`src/rtl/cpu_defs.sv`:
```
// Shared execute-stage definitions: ALU opcodes, operand selects and small typedefs.
package cpu_defs;

  localparam logic [2:0] ALU_ADD = 3'b000;
  localparam logic [2:0] ALU_SUB = 3'b001;
  localparam logic [2:0] ALU_AND = 3'b010;
  localparam logic [2:0] ALU_OR  = 3'b011;
  localparam logic [2:0] ALU_XOR = 3'b100;
  localparam logic [2:0] ALU_SLL = 3'b101;
  localparam logic [2:0] ALU_SRL = 3'b110;
  localparam logic [2:0] ALU_SLT = 3'b111;

  // SEL_SHAMT applies to operand A, SEL_IMM to operand B; they share an encoding.
  localparam logic [1:0] SEL_REG   = 2'd0;
  localparam logic [1:0] SEL_SHAMT = 2'd1;
  localparam logic [1:0] SEL_IMM   = 2'd1;
  localparam logic [1:0] SEL_FMEM  = 2'd2;
  localparam logic [1:0] SEL_FWB   = 2'd3;

  localparam int unsigned REG_ADDR_W = 5;

  typedef struct packed {
    logic wreg;
    logic m2reg;
    logic wmem;
  } mem_ctl_t;

  typedef enum logic {
    StArmed,
    StFired
  } redirect_state_e;

endpackage

```
`src/rtl/exe_stage_if.sv`:
```
// Bundle of ID/EXE inputs, forwarding paths, stall and the EXE/MEM / redirect outputs.
interface exe_stage_if #(
  parameter int unsigned XLEN = 32
);
  logic [XLEN-1:0] exe_a;
  logic [XLEN-1:0] exe_b;
  logic [XLEN-1:0] exe_imm;
  logic [XLEN-1:0] exe_pc;
  logic [4:0]      exe_rn;
  logic [2:0]      exe_aluc;
  logic [1:0]      exe_alu_a_select;
  logic [1:0]      exe_alu_b_select;
  logic            exe_wreg;
  logic            exe_m2reg;
  logic            exe_wmem;
  logic            exe_wz;
  logic            exe_is_beq;
  logic            exe_is_bne;
  logic            exe_is_jump;
  logic [XLEN-1:0] fwd_mem;
  logic [XLEN-1:0] fwd_wb;
  logic            stall;

  logic            redirect;
  logic [XLEN-1:0] redirect_pc;
  logic            flush;
  logic            z_flag;
  logic [XLEN-1:0] mem_alu;
  logic [XLEN-1:0] mem_b;
  logic [4:0]      mem_rn;
  logic            mem_wreg;
  logic            mem_m2reg;
  logic            mem_wmem;

  modport master (
    output exe_a, exe_b, exe_imm, exe_pc, exe_rn, exe_aluc,
    output exe_alu_a_select, exe_alu_b_select,
    output exe_wreg, exe_m2reg, exe_wmem, exe_wz,
    output exe_is_beq, exe_is_bne, exe_is_jump,
    output fwd_mem, fwd_wb, stall,
    input  redirect, redirect_pc, flush, z_flag,
    input  mem_alu, mem_b, mem_rn, mem_wreg, mem_m2reg, mem_wmem
  );

  modport slave (
    input  exe_a, exe_b, exe_imm, exe_pc, exe_rn, exe_aluc,
    input  exe_alu_a_select, exe_alu_b_select,
    input  exe_wreg, exe_m2reg, exe_wmem, exe_wz,
    input  exe_is_beq, exe_is_bne, exe_is_jump,
    input  fwd_mem, fwd_wb, stall,
    output redirect, redirect_pc, flush, z_flag,
    output mem_alu, mem_b, mem_rn, mem_wreg, mem_m2reg, mem_wmem
  );
endinterface

```
`src/rtl/exe_alu.sv`:
```
// Combinational execute ALU: eight operations plus a zero detect on the result.
module exe_alu
  import cpu_defs::*;
#(
  parameter int unsigned XLEN = 32
) (
  input  logic [XLEN-1:0] a_i,
  input  logic [XLEN-1:0] b_i,
  input  logic [2:0]      aluc_i,
  output logic [XLEN-1:0] result_o,
  output logic            zero_o
);

  logic [4:0] shamt;
  logic       less;

  assign shamt = a_i[4:0];
  assign less  = $signed(a_i) < $signed(b_i);

  always_comb begin
    result_o = '0;
    unique case (aluc_i)
      ALU_ADD: result_o = a_i + b_i;
      ALU_SUB: result_o = a_i - b_i;
      ALU_AND: result_o = a_i & b_i;
      ALU_OR:  result_o = a_i | b_i;
      ALU_XOR: result_o = a_i ^ b_i;
      ALU_SLL: result_o = b_i << shamt;
      ALU_SRL: result_o = b_i >> shamt;
      ALU_SLT: result_o = {{(XLEN-1){1'b0}}, less};
      default: result_o = '0;
    endcase
  end

  assign zero_o = (result_o == '0);

endmodule

```
`src/rtl/exe_stage.sv`:
```
// Execute stage: operand forwarding, ALU, zero flag, branch/jump resolution with a
// one-shot redirect, and the EXE/MEM pipeline register.
module exe_stage
  import cpu_defs::*;
#(
  parameter int unsigned XLEN                 = 32,
  parameter int unsigned RESET_PC_UNUSED_ZERO = 0
) (
  input logic        clk,
  input logic        clr,
  exe_stage_if.slave exe_io
);

  localparam logic [XLEN-1:0] RstWord = XLEN'(RESET_PC_UNUSED_ZERO);

  logic [XLEN-1:0] op_a, op_b, alu_res;
  logic            zero_now, zsrc, take, redirect;
  logic [XLEN-1:0] pc_plus4, br_target, jmp_target;

  logic            z_flag_q, z_flag_d;
  redirect_state_e rd_state_q, rd_state_d;
  logic [XLEN-1:0] mem_alu_q, mem_alu_d;
  logic [XLEN-1:0] mem_b_q, mem_b_d;
  logic [4:0]      mem_rn_q, mem_rn_d;
  mem_ctl_t        mem_ctl_q, mem_ctl_d;

  always_comb begin
    op_a = exe_io.exe_a;
    unique case (exe_io.exe_alu_a_select)
      SEL_REG:   op_a = exe_io.exe_a;
      SEL_SHAMT: op_a = {{(XLEN-5){1'b0}}, exe_io.exe_imm[10:6]};
      SEL_FMEM:  op_a = exe_io.fwd_mem;
      SEL_FWB:   op_a = exe_io.fwd_wb;
      default:   op_a = exe_io.exe_a;
    endcase
  end

  always_comb begin
    op_b = exe_io.exe_b;
    unique case (exe_io.exe_alu_b_select)
      SEL_REG:  op_b = exe_io.exe_b;
      SEL_IMM:  op_b = exe_io.exe_imm;
      SEL_FMEM: op_b = exe_io.fwd_mem;
      SEL_FWB:  op_b = exe_io.fwd_wb;
      default:  op_b = exe_io.exe_b;
    endcase
  end

  exe_alu #(
    .XLEN(XLEN)
  ) u_alu (
    .a_i     (op_a),
    .b_i     (op_b),
    .aluc_i  (exe_io.exe_aluc),
    .result_o(alu_res),
    .zero_o  (zero_now)
  );

  // A compare that also writes the flag resolves against its own fresh result.
  assign zsrc = exe_io.exe_wz ? zero_now : z_flag_q;
  assign take = exe_io.exe_is_jump | (exe_io.exe_is_beq & zsrc) | (exe_io.exe_is_bne & ~zsrc);

  assign pc_plus4   = exe_io.exe_pc + XLEN'(4);
  assign br_target  = pc_plus4 + (exe_io.exe_imm << 2);
  assign jmp_target = {pc_plus4[XLEN-1:28], exe_io.exe_imm[25:0], 2'b00};

  // Redirect state: remembers that this stalled instruction already redirected.
  always_ff @(posedge clk or posedge clr) begin
    if (clr) begin
      rd_state_q <= StArmed;
    end else begin
      rd_state_q <= rd_state_d;
    end
  end

  always_comb begin
    rd_state_d = rd_state_q;
    if (!exe_io.stall) begin
      rd_state_d = StArmed;
    end else if (redirect) begin
      rd_state_d = StFired;
    end
  end

  always_comb begin
    redirect = take & (rd_state_q == StArmed) & ~clr;
  end

  always_comb begin
    z_flag_d  = z_flag_q;
    mem_alu_d = mem_alu_q;
    mem_b_d   = mem_b_q;
    mem_rn_d  = mem_rn_q;
    mem_ctl_d = mem_ctl_q;
    if (!exe_io.stall) begin
      if (exe_io.exe_wz) begin
        z_flag_d = zero_now;
      end
      mem_alu_d = alu_res;
      mem_b_d   = exe_io.exe_b;
      mem_rn_d  = exe_io.exe_rn;
      mem_ctl_d = '{wreg: exe_io.exe_wreg, m2reg: exe_io.exe_m2reg, wmem: exe_io.exe_wmem};
    end
  end

  always_ff @(posedge clk or posedge clr) begin
    if (clr) begin
      z_flag_q  <= RstWord[0];
      mem_alu_q <= RstWord;
      mem_b_q   <= RstWord;
      mem_rn_q  <= RstWord[4:0];
      mem_ctl_q <= '{wreg: RstWord[0], m2reg: RstWord[0], wmem: RstWord[0]};
    end else begin
      z_flag_q  <= z_flag_d;
      mem_alu_q <= mem_alu_d;
      mem_b_q   <= mem_b_d;
      mem_rn_q  <= mem_rn_d;
      mem_ctl_q <= mem_ctl_d;
    end
  end

  assign exe_io.redirect    = redirect;
  assign exe_io.flush       = redirect;
  assign exe_io.redirect_pc = exe_io.exe_is_jump ? jmp_target : br_target;
  assign exe_io.z_flag      = z_flag_q;
  assign exe_io.mem_alu     = mem_alu_q;
  assign exe_io.mem_b       = mem_b_q;
  assign exe_io.mem_rn      = mem_rn_q;
  assign exe_io.mem_wreg    = mem_ctl_q.wreg;
  assign exe_io.mem_m2reg   = mem_ctl_q.m2reg;
  assign exe_io.mem_wmem    = mem_ctl_q.wmem;

endmodule

```
`src/flat_wrapper.sv`:
```
// flat-port wrapper written by rule: the top's interface ports become plain ports
module exe_stage_flat import cpu_defs::*;
#(
  parameter int unsigned XLEN                 = 32,
  parameter int unsigned RESET_PC_UNUSED_ZERO = 0
)
  (clk, clr, exe_io_exe_a, exe_io_exe_b, exe_io_exe_imm, exe_io_exe_pc, exe_io_exe_rn, exe_io_exe_aluc, exe_io_exe_alu_a_select, exe_io_exe_alu_b_select, exe_io_exe_wreg, exe_io_exe_m2reg, exe_io_exe_wmem, exe_io_exe_wz, exe_io_exe_is_beq, exe_io_exe_is_bne, exe_io_exe_is_jump, exe_io_fwd_mem, exe_io_fwd_wb, exe_io_stall, exe_io_redirect, exe_io_redirect_pc, exe_io_flush, exe_io_z_flag, exe_io_mem_alu, exe_io_mem_b, exe_io_mem_rn, exe_io_mem_wreg, exe_io_mem_m2reg, exe_io_mem_wmem);
  exe_stage_if #(.XLEN(XLEN)) exe_io_i ();
  input logic clk;
  input logic clr;
  input wire logic [$bits(exe_io_i.exe_a)-1:0] exe_io_exe_a;
  input wire logic [$bits(exe_io_i.exe_b)-1:0] exe_io_exe_b;
  input wire logic [$bits(exe_io_i.exe_imm)-1:0] exe_io_exe_imm;
  input wire logic [$bits(exe_io_i.exe_pc)-1:0] exe_io_exe_pc;
  input wire logic [$bits(exe_io_i.exe_rn)-1:0] exe_io_exe_rn;
  input wire logic [$bits(exe_io_i.exe_aluc)-1:0] exe_io_exe_aluc;
  input wire logic [$bits(exe_io_i.exe_alu_a_select)-1:0] exe_io_exe_alu_a_select;
  input wire logic [$bits(exe_io_i.exe_alu_b_select)-1:0] exe_io_exe_alu_b_select;
  input wire logic [$bits(exe_io_i.exe_wreg)-1:0] exe_io_exe_wreg;
  input wire logic [$bits(exe_io_i.exe_m2reg)-1:0] exe_io_exe_m2reg;
  input wire logic [$bits(exe_io_i.exe_wmem)-1:0] exe_io_exe_wmem;
  input wire logic [$bits(exe_io_i.exe_wz)-1:0] exe_io_exe_wz;
  input wire logic [$bits(exe_io_i.exe_is_beq)-1:0] exe_io_exe_is_beq;
  input wire logic [$bits(exe_io_i.exe_is_bne)-1:0] exe_io_exe_is_bne;
  input wire logic [$bits(exe_io_i.exe_is_jump)-1:0] exe_io_exe_is_jump;
  input wire logic [$bits(exe_io_i.fwd_mem)-1:0] exe_io_fwd_mem;
  input wire logic [$bits(exe_io_i.fwd_wb)-1:0] exe_io_fwd_wb;
  input wire logic [$bits(exe_io_i.stall)-1:0] exe_io_stall;
  output wire logic [$bits(exe_io_i.redirect)-1:0] exe_io_redirect;
  output wire logic [$bits(exe_io_i.redirect_pc)-1:0] exe_io_redirect_pc;
  output wire logic [$bits(exe_io_i.flush)-1:0] exe_io_flush;
  output wire logic [$bits(exe_io_i.z_flag)-1:0] exe_io_z_flag;
  output wire logic [$bits(exe_io_i.mem_alu)-1:0] exe_io_mem_alu;
  output wire logic [$bits(exe_io_i.mem_b)-1:0] exe_io_mem_b;
  output wire logic [$bits(exe_io_i.mem_rn)-1:0] exe_io_mem_rn;
  output wire logic [$bits(exe_io_i.mem_wreg)-1:0] exe_io_mem_wreg;
  output wire logic [$bits(exe_io_i.mem_m2reg)-1:0] exe_io_mem_m2reg;
  output wire logic [$bits(exe_io_i.mem_wmem)-1:0] exe_io_mem_wmem;
  assign exe_io_i.exe_a = exe_io_exe_a;
  assign exe_io_i.exe_b = exe_io_exe_b;
  assign exe_io_i.exe_imm = exe_io_exe_imm;
  assign exe_io_i.exe_pc = exe_io_exe_pc;
  assign exe_io_i.exe_rn = exe_io_exe_rn;
  assign exe_io_i.exe_aluc = exe_io_exe_aluc;
  assign exe_io_i.exe_alu_a_select = exe_io_exe_alu_a_select;
  assign exe_io_i.exe_alu_b_select = exe_io_exe_alu_b_select;
  assign exe_io_i.exe_wreg = exe_io_exe_wreg;
  assign exe_io_i.exe_m2reg = exe_io_exe_m2reg;
  assign exe_io_i.exe_wmem = exe_io_exe_wmem;
  assign exe_io_i.exe_wz = exe_io_exe_wz;
  assign exe_io_i.exe_is_beq = exe_io_exe_is_beq;
  assign exe_io_i.exe_is_bne = exe_io_exe_is_bne;
  assign exe_io_i.exe_is_jump = exe_io_exe_is_jump;
  assign exe_io_i.fwd_mem = exe_io_fwd_mem;
  assign exe_io_i.fwd_wb = exe_io_fwd_wb;
  assign exe_io_i.stall = exe_io_stall;
  assign exe_io_redirect = exe_io_i.redirect;
  assign exe_io_redirect_pc = exe_io_i.redirect_pc;
  assign exe_io_flush = exe_io_i.flush;
  assign exe_io_z_flag = exe_io_i.z_flag;
  assign exe_io_mem_alu = exe_io_i.mem_alu;
  assign exe_io_mem_b = exe_io_i.mem_b;
  assign exe_io_mem_rn = exe_io_i.mem_rn;
  assign exe_io_mem_wreg = exe_io_i.mem_wreg;
  assign exe_io_mem_m2reg = exe_io_i.mem_m2reg;
  assign exe_io_mem_wmem = exe_io_i.mem_wmem;
  exe_stage #(.XLEN(XLEN), .RESET_PC_UNUSED_ZERO(RESET_PC_UNUSED_ZERO)) u_core (.clk(clk), .clr(clr), .exe_io(exe_io_i));
endmodule
```
`config.mk`:
```
export PLATFORM = sky130hd
export DESIGN_NAME = exe_stage_flat
export DESIGN_NICKNAME = d
export VERILOG_FILES = /design/src/rtl/cpu_defs.sv /design/src/rtl/exe_stage_if.sv /design/src/rtl/exe_alu.sv /design/src/rtl/exe_stage.sv /design/src/flat_wrapper.sv
export SDC_FILE = /design/constraint.sdc
export NUM_CORES = 1
export LEC_CHECK = 0
export CELL_PAD_IN_SITES_DETAIL_PLACEMENT = 0
export CELL_PAD_IN_SITES_GLOBAL_PLACEMENT = 1
export CORE_MARGIN = 2
export CORE_UTILIZATION = 39
export CTS_BUF_LIST = sky130_fd_sc_hd__clkbuf_4 sky130_fd_sc_hd__clkbuf_8 sky130_fd_sc_hd__clkbuf_16
export DETAILED_ROUTE_END_ITERATION = 12
export PLACE_DENSITY_LB_ADDON = 0.1
export SLEW_MARGIN = 10
export SYNTH_ARGS = -nofsm -noshare
export SYNTH_HDL_FRONTEND = slang
export SYNTH_SLANG_ARGS = --single-unit
```
`constraint.sdc`:
```
create_clock -name clk -period 14.75 [get_ports clk]
set_clock_uncertainty 0.1 [all_clocks]
set_input_delay 4.425 -clock clk [delete_from_list [all_inputs] [get_ports clk]]
set_output_delay 4.425 -clock clk [all_outputs]
set_load 0.02 [all_outputs]
```
Word level (Yosys, flattened, before mapping) --
Cells that the tools add are included.
Word-level totals: flip-flop bits (word level) 74, logic and storage cells 52
Cells by class: $add $sub $neg 4, order comparisons 1, equality and inequality tests 14, shift-type cells 2, muxes and demuxes 7, bitwise gates (word level) 12, reductions and logical operators 4
Operators by type and width (count):
- $pmux W32 S4 | 2
- $pmux W32 S8 | 1
- $add A32 B32 Y32 | 2
- $add A32 B3 Y32 const B | 1
- $and A32 B32 Y32 | 1
- $logic_not A32 Y1 | 1
- $lt A32 B32 Y1 | 1
- $mux W32 | 1
- $or A32 B32 Y32 | 1
- $shl A32 B5 Y32 | 1
- $shr A32 B5 Y32 | 1
- $sub A32 B32 Y32 | 1
- $xor A32 B32 Y32 | 1
- $eq A3 B3 Y1 const B | 4
- $eq A2 B2 Y1 const B | 4
- $eq A3 B2 Y1 const B | 2
- $and A1 B1 Y1 | 4
- $eq A2 B1 Y1 const B | 2
- $logic_not A2 Y1 | 2
- $eq A3 B1 Y1 const B | 1
- $logic_not A3 Y1 | 1
- $mux W1 | 3
- $not A1 Y1 | 3
- $ne A2 B1 Y1 const B | 1
- $or A1 B1 Y1 | 2

Logic depth before layout (Yosys ltp) --
depth in word-level cells 13, mapped depth 23

By module --
Synthesis repeated with hierarchy kept, for this count alone.
Second synthesis, totals: cells, all modules 2074, area, all modules 16625.9 µm²
Modules (own cells, without submodules):
- exe_alu | instances 1, cells an instance 1410, area an instance 9784.4 µm², seq. area each 0.0 µm²
- exe_stage | instances 1, cells an instance 664, area an instance 6841.6 µm², seq. area each 1851.8 µm²

Worst setup path after synthesis --
No wires, ideal clock.
kind in2out, start point in exe_io_exe_alu_a_select[1], end point out exe_io_redirect, arrival time 9952 ps, slack 273 ps, stages on the path 21, path through buf_6 > clkbuf_1 > clkbuf_1 > mux2i_1 > nor2_1 > a21o_1 > ha_1 > or3_1 > or2_2 > o221a_2 > a211o_1 > a2111oi_0 > o32ai_1 > xnor2_1 > a221o_1 > nor4b_1 > and4b_1 > nand3_1 > mux2_4 > a311oi_2 > buf_4
Between the ends: word-level cells in the longest chain between the ends 11, elaborated cells on any way between the ends 23, those cells by class add/sub: 2; order compare: 1; eq/ne: 3; shift: 2; mux: 3; bitwise: 10; reduce/logical: 2
RTL lines:
- start, declared | line flat_wrapper.sv:17 | input wire logic [$bits(exe_io_i.exe_alu_a_select)-1:0] exe_io_exe_alu_a_select;
- $eq A2 B2 Y1 (tied with other cells) | line exe_stage.sv:29 | unique case (exe_io.exe_alu_a_select)
- $pmux W32 S4 (*) | line exe_stage.sv:29
- $sub A32 B32 Y32 (tied with other cells) | line exe_alu.sv:24 | ALU_SUB: result_o = a_i - b_i;
- $pmux W32 S8 (*) | line exe_alu.sv:22 | unique case (aluc_i)
- $logic_not A32 Y1 (*) | line exe_alu.sv:35 | assign zero_o = (result_o == '0);
- $mux W1 (*) | line exe_stage.sv:60 | assign zsrc = exe_io.exe_wz ? zero_now : z_flag_q;
- $and A1 B1 Y1 / $not A1 Y1 (equally long branches) | line exe_stage.sv:61 | assign take = exe_io.exe_is_jump | (exe_io.exe_is_beq & zsrc) | (exe_io.exe_is_bne & ~zsrc);
- $or A1 B1 Y1 / $and A1 B1 Y1 (equally long branches) | line exe_stage.sv:61
- $or A1 B1 Y1 (*) | line exe_stage.sv:61
- $and A1 B1 Y1 (*) (2 in series) | line exe_stage.sv:86 | redirect = take & (rd_state_q == StArmed) & ~clr;
- end, declared | line flat_wrapper.sv:29 | output wire logic [$bits(exe_io_i.redirect)-1:0] exe_io_redirect;
Every way passes the cells marked *; elsewhere a longest branch is shown, timed or not.

Worst setup path in the final report --
start point in exe_io_exe_alu_b_select[0], end point out exe_io_redirect
Between the ends: word-level cells in the longest chain between the ends 11, elaborated cells on any way between the ends 23, those cells by class add/sub: 2; order compare: 1; eq/ne: 3; shift: 2; mux: 3; bitwise: 10; reduce/logical: 2
RTL lines:
- start, declared | line flat_wrapper.sv:18 | input wire logic [$bits(exe_io_i.exe_alu_b_select)-1:0] exe_io_exe_alu_b_select;
- $eq A2 B2 Y1 (tied with other cells) | line exe_stage.sv:40 | unique case (exe_io.exe_alu_b_select)
- $pmux W32 S4 (*) | line exe_stage.sv:40
- $sub A32 B32 Y32 (tied with other cells) | line exe_alu.sv:24
- $pmux W32 S8 (*) | line exe_alu.sv:22
- $logic_not A32 Y1 (*) | line exe_alu.sv:35
- $mux W1 (*) | line exe_stage.sv:60
- $and A1 B1 Y1 / $not A1 Y1 (equally long branches) | line exe_stage.sv:61
- $or A1 B1 Y1 / $and A1 B1 Y1 (equally long branches) | line exe_stage.sv:61
- $or A1 B1 Y1 (*) | line exe_stage.sv:61
- $and A1 B1 Y1 (*) (2 in series) | line exe_stage.sv:86
Marked as above.

==> out/results.ini <==
[drt]
dr_total_vias = 19700
antenna_left = 0
drt-initial-drc-count = 2294
drt_pass1_iterations = 7
drc = 0
wl_per_cell_um = 27.7
totalWireLength_mm = 87.0
via_per_inst = 6.27

[floorplanning]
die_y_um = 206
io_pins = 321
core_area_um2 = 40600
die-area_um2 = 42500
die_w_um = 206
start_util = 0.393
rows = 74

[sta]
finalWorstSetupSlack_ns = 0.237
fin_crit_sh = 0.984
grt_setup_unrepaired = no
drv_slew = 0
tightest_slew_ns = 1.09
hold_viol = 0
setup_viol = 0
relSlewSlack = 0.268
fin_crit_ns = 14.51
max_freq_mhz = 68.9
tns_ns = 0

[critical_path]
worstPathRequired_ns = 10.22
critPathArrivalTime_ns = 9.99
path_class = input pin to primary output
worstSetupEndpointType = primary output
worstPathMaxFanout = 10
startpoint_type = input pin

[yosys]
synthMuxAreaShare = 0.210
synthesis.area_um2 = 15900
synth_top_cell_area_share = 0.116
ys_warn_count = 0
synth_seq_area_share = 0.116
synth_seq_cells = 74
async_reset_ff_frac = 1.00
synth_compound_area_frac = 0.268
synth_xor_area_frac = 0.0418
synth-simple-area-share = 0.190
synth_top_family_by_area = compound AO/OA/AOI/OAI gates
syn_area_per_cell_um2 = 7.63
yosys.cell_count.top_type = nor2_1
synthCells = 2088
synth_edf_count = 0
yosys_most_used_dff = dfrtp_1
yosys.area.top_type = dfrtp_1
synth_common_cells = nor2_1 (218), nand2_1 (167), a21oi_1 (139)
synth_cell_types = 94
synth_area_leaders = dfrtp_1 (12%), ha_1 (9.9%), mux2i_1 (8.1%), mux2_2 (6.4%), mux4_2 (5.4%)
synth_nets = 2431
synthAdderAreaFrac = 0.103

[grt]
grt_first_pass_wirelength_mm = 126
grt_overflow = 0
grt_max_degree = 95
antenna_found_initial = 0
grt_pass1_vias = 19200
grt_usage = 0.403

[clock_tree]
tritoncts = built
clock_path_buffers = 2
clkTransAtPathRegs_ns = 0.07
htree_levels = 3
cts_sinks = 74
hold_buffers = 0
cts_setup_buffers = 0
cts_buffers = 9
clock_latency_ns = 0.38
root_buffer = clkbuf_16

[power_and_ir_drop]
powerDensity_nw_per_um2 = 82.8
power_switching_w = 0.000884
p_comb_frac = 0.726
peakVddDrop_mv = 0.0655
seqPwrFrac = 0.138
internal-power_w = 0.000940
design_power_total_w = 0.00182
p_sw_frac = 0.485
clkPwrFrac = 0.136
power_leakage_nw = 9.73

[finish]
area_delta_synth_final_pct = 38.3
postLayoutCellArea_um2 = 22000
fin_cells = 3139
drive_above_1_share = 0.211
multi_input_area_um2 = 13000
ff_latch_area_um2 = 1850
fill_cells = 3895
nets = 2945
diodes = 0

[job]
cap_viol_max_count = 0

[place]
placed_area_um2 = 21700
place.gp.congestion = 1.09
numPortBuffers = 320
place_ws_ns = -0.215
placedCellCount = 3123
hpwl_mm = 71.4

[hold_path]
hold_class = flip-flop to flip-flop

[status]
status = finished, final reports clean

-- repair_timing --
action                     in CTS  in global routing
pin swaps                       0                  3
gates resized for setup         2                 13
setup endpoints to repair       2                  3
cloned                          0                  0
-- critical path: stages --
cell and delay, ns:
clkdlybuf4s50_1 0.52, buf_12 0.16, mux4_2 0.35, inv_1 0.10
ha_1 0.32, a2111oi_4 0.35, o21ai_1 0.16, buf_4 0.18
a2111o_1 0.43, a31o_1 0.27, buf_4 0.15, a21oi_1 0.17
o21ai_0 0.24, a311oi_1 0.41, a21oi_1 0.11, xnor2_1 0.20
a211oi_2 0.37, nand3_1 0.20, mux2_4 0.35, a311oi_2 0.27
buf_2 0.21
-- routing by layer --
metal	routed length, µm	track usage	part of all wire
met1	34600	0.506	0.40
met2	38400	0.632	0.44
met3	8490	0.0982	0.098
met4	5520	0.226	0.063
met5	0	0	0
-- layout by cell type, fill, tap and decap left out, types with 7 or more instances in the layout --
master           synthesis  routed
xor2_1                  28      28
or3_1                   19      19
o21ai_0                114     114
ha_1                   126     126
mux2i_1                129     129
and3_1                  17      17
mux4_2                  38      36
or2_2                   15      15
a2111oi_0               13      10
nor2_1                 218     218
xnor2_1                 48      48
nor4_1                  10      10
a21oi_1                139     139
inv_1                  107     105
o21ai_1                  9       9
mux2_2                  91      91
clkdlybuf4s50_1          0     313
dfrtp_1                 74      74
o2111ai_1               10      10
a22oi_1                 13      13
o211ai_1                26      26
a21o_1                  54      54
a211o_1                  9       9
nand2b_1                31      31
nand3_1                 54      54
buf_12                   1       8
o31ai_1                 14      13
nand4_1                 17      17
clkbuf_16                0       9
o21a_1                   8       8
a211oi_1                38      37
buf_4                    4     334
o221ai_1                10      10
a221o_1                  7       7
nand2_1                167     167
nor3_1                  56      56
a31oi_1                 22      22
o22ai_1                 29      29
a221oi_1                16      16
nor2b_1                 16      16
-- power groups by stage --
stage	Clock (W)	Combinational, W	Sequential (W)
floorplan	0	0.000630	0.000292
CTS	0.000256	0.00128	0.000251
global route	0.000263	0.00139	0.000255
detailed placement	0	0.00128	0.000255
global placement	0	0.00127	0.000253
finish	0.000249	0.00132	0.000251
-- sequential cells by signal, indices dropped and copies added (netlist names) --
signal                   flops
u_core.rd_state_q            1
u_core.exe_io.z_flag         1
u_core.exe_io.mem_alu       32
u_core.exe_io.mem_b         32
u_core.exe_io.mem_wreg       1
u_core.exe_io.mem_m2reg      1
u_core.exe_io.mem_wmem       1
u_core.exe_io.mem_rn         5
-- cell families (layout without fill, tap and decap cells) --
family | after synthesis | after routing
muxes | 270 | 270
buffers and inverters | 269 | 788
AOI/OAI and AO/OA | 622 | 622
adders and majority gates | 129 | 129
DFF | 74 | 74
and+or+nand+nor | 648 | 648
xor gates and xnor gates | 76 | 76
-- final cells by class --
cell class / count / share of cell area
Sequential cell: 74 / 0.0840
Clock inverter: 7 / 0.00380
Multi-Input combinational cell: 1745 / 0.588
Tap cell: 532 / 0.0302
Inverter: 111 / 0.0190
Timing Repair Buffer: 661 / 0.265
Clock buffer: 9 / 0.0102
-- final timing paths --
| path | start | end | slack [ns] | cells past startpoint |
|---|---|---|---|---|
| hold reg to reg | u_core.exe_io.mem_alu[0] | u_core.exe_io.mem_alu[0] | 0.38 | 2 |
| setup reg to reg | u_core.exe_io.z_flag | u_core.rd_state_q | 13.29 | 6 |
| max in group asynchronous | clr | u_core.exe_io.mem_b[8] | 9.08 | 3 |
| min in group asynchronous | clr | u_core.exe_io.z_flag | 4.38 | 2 |
| setup / recovery | exe_io_exe_alu_b_select[0] | exe_io_redirect | 0.24 | 21 |
| hold / removal | u_core.exe_io.mem_alu[0] | u_core.exe_io.mem_alu[0] | 0.38 | 2 |
-- metrics by stage --
step	util	hold WS, ns
floorplan	-	0.479
global placement	0.535	0.367
detailed placement	0.535	0.362
CTS	0.543	0.379
global route	0.543	0.399
finish	0.543	0.376
No activity file was read; power rests on OpenSTA's default activity.
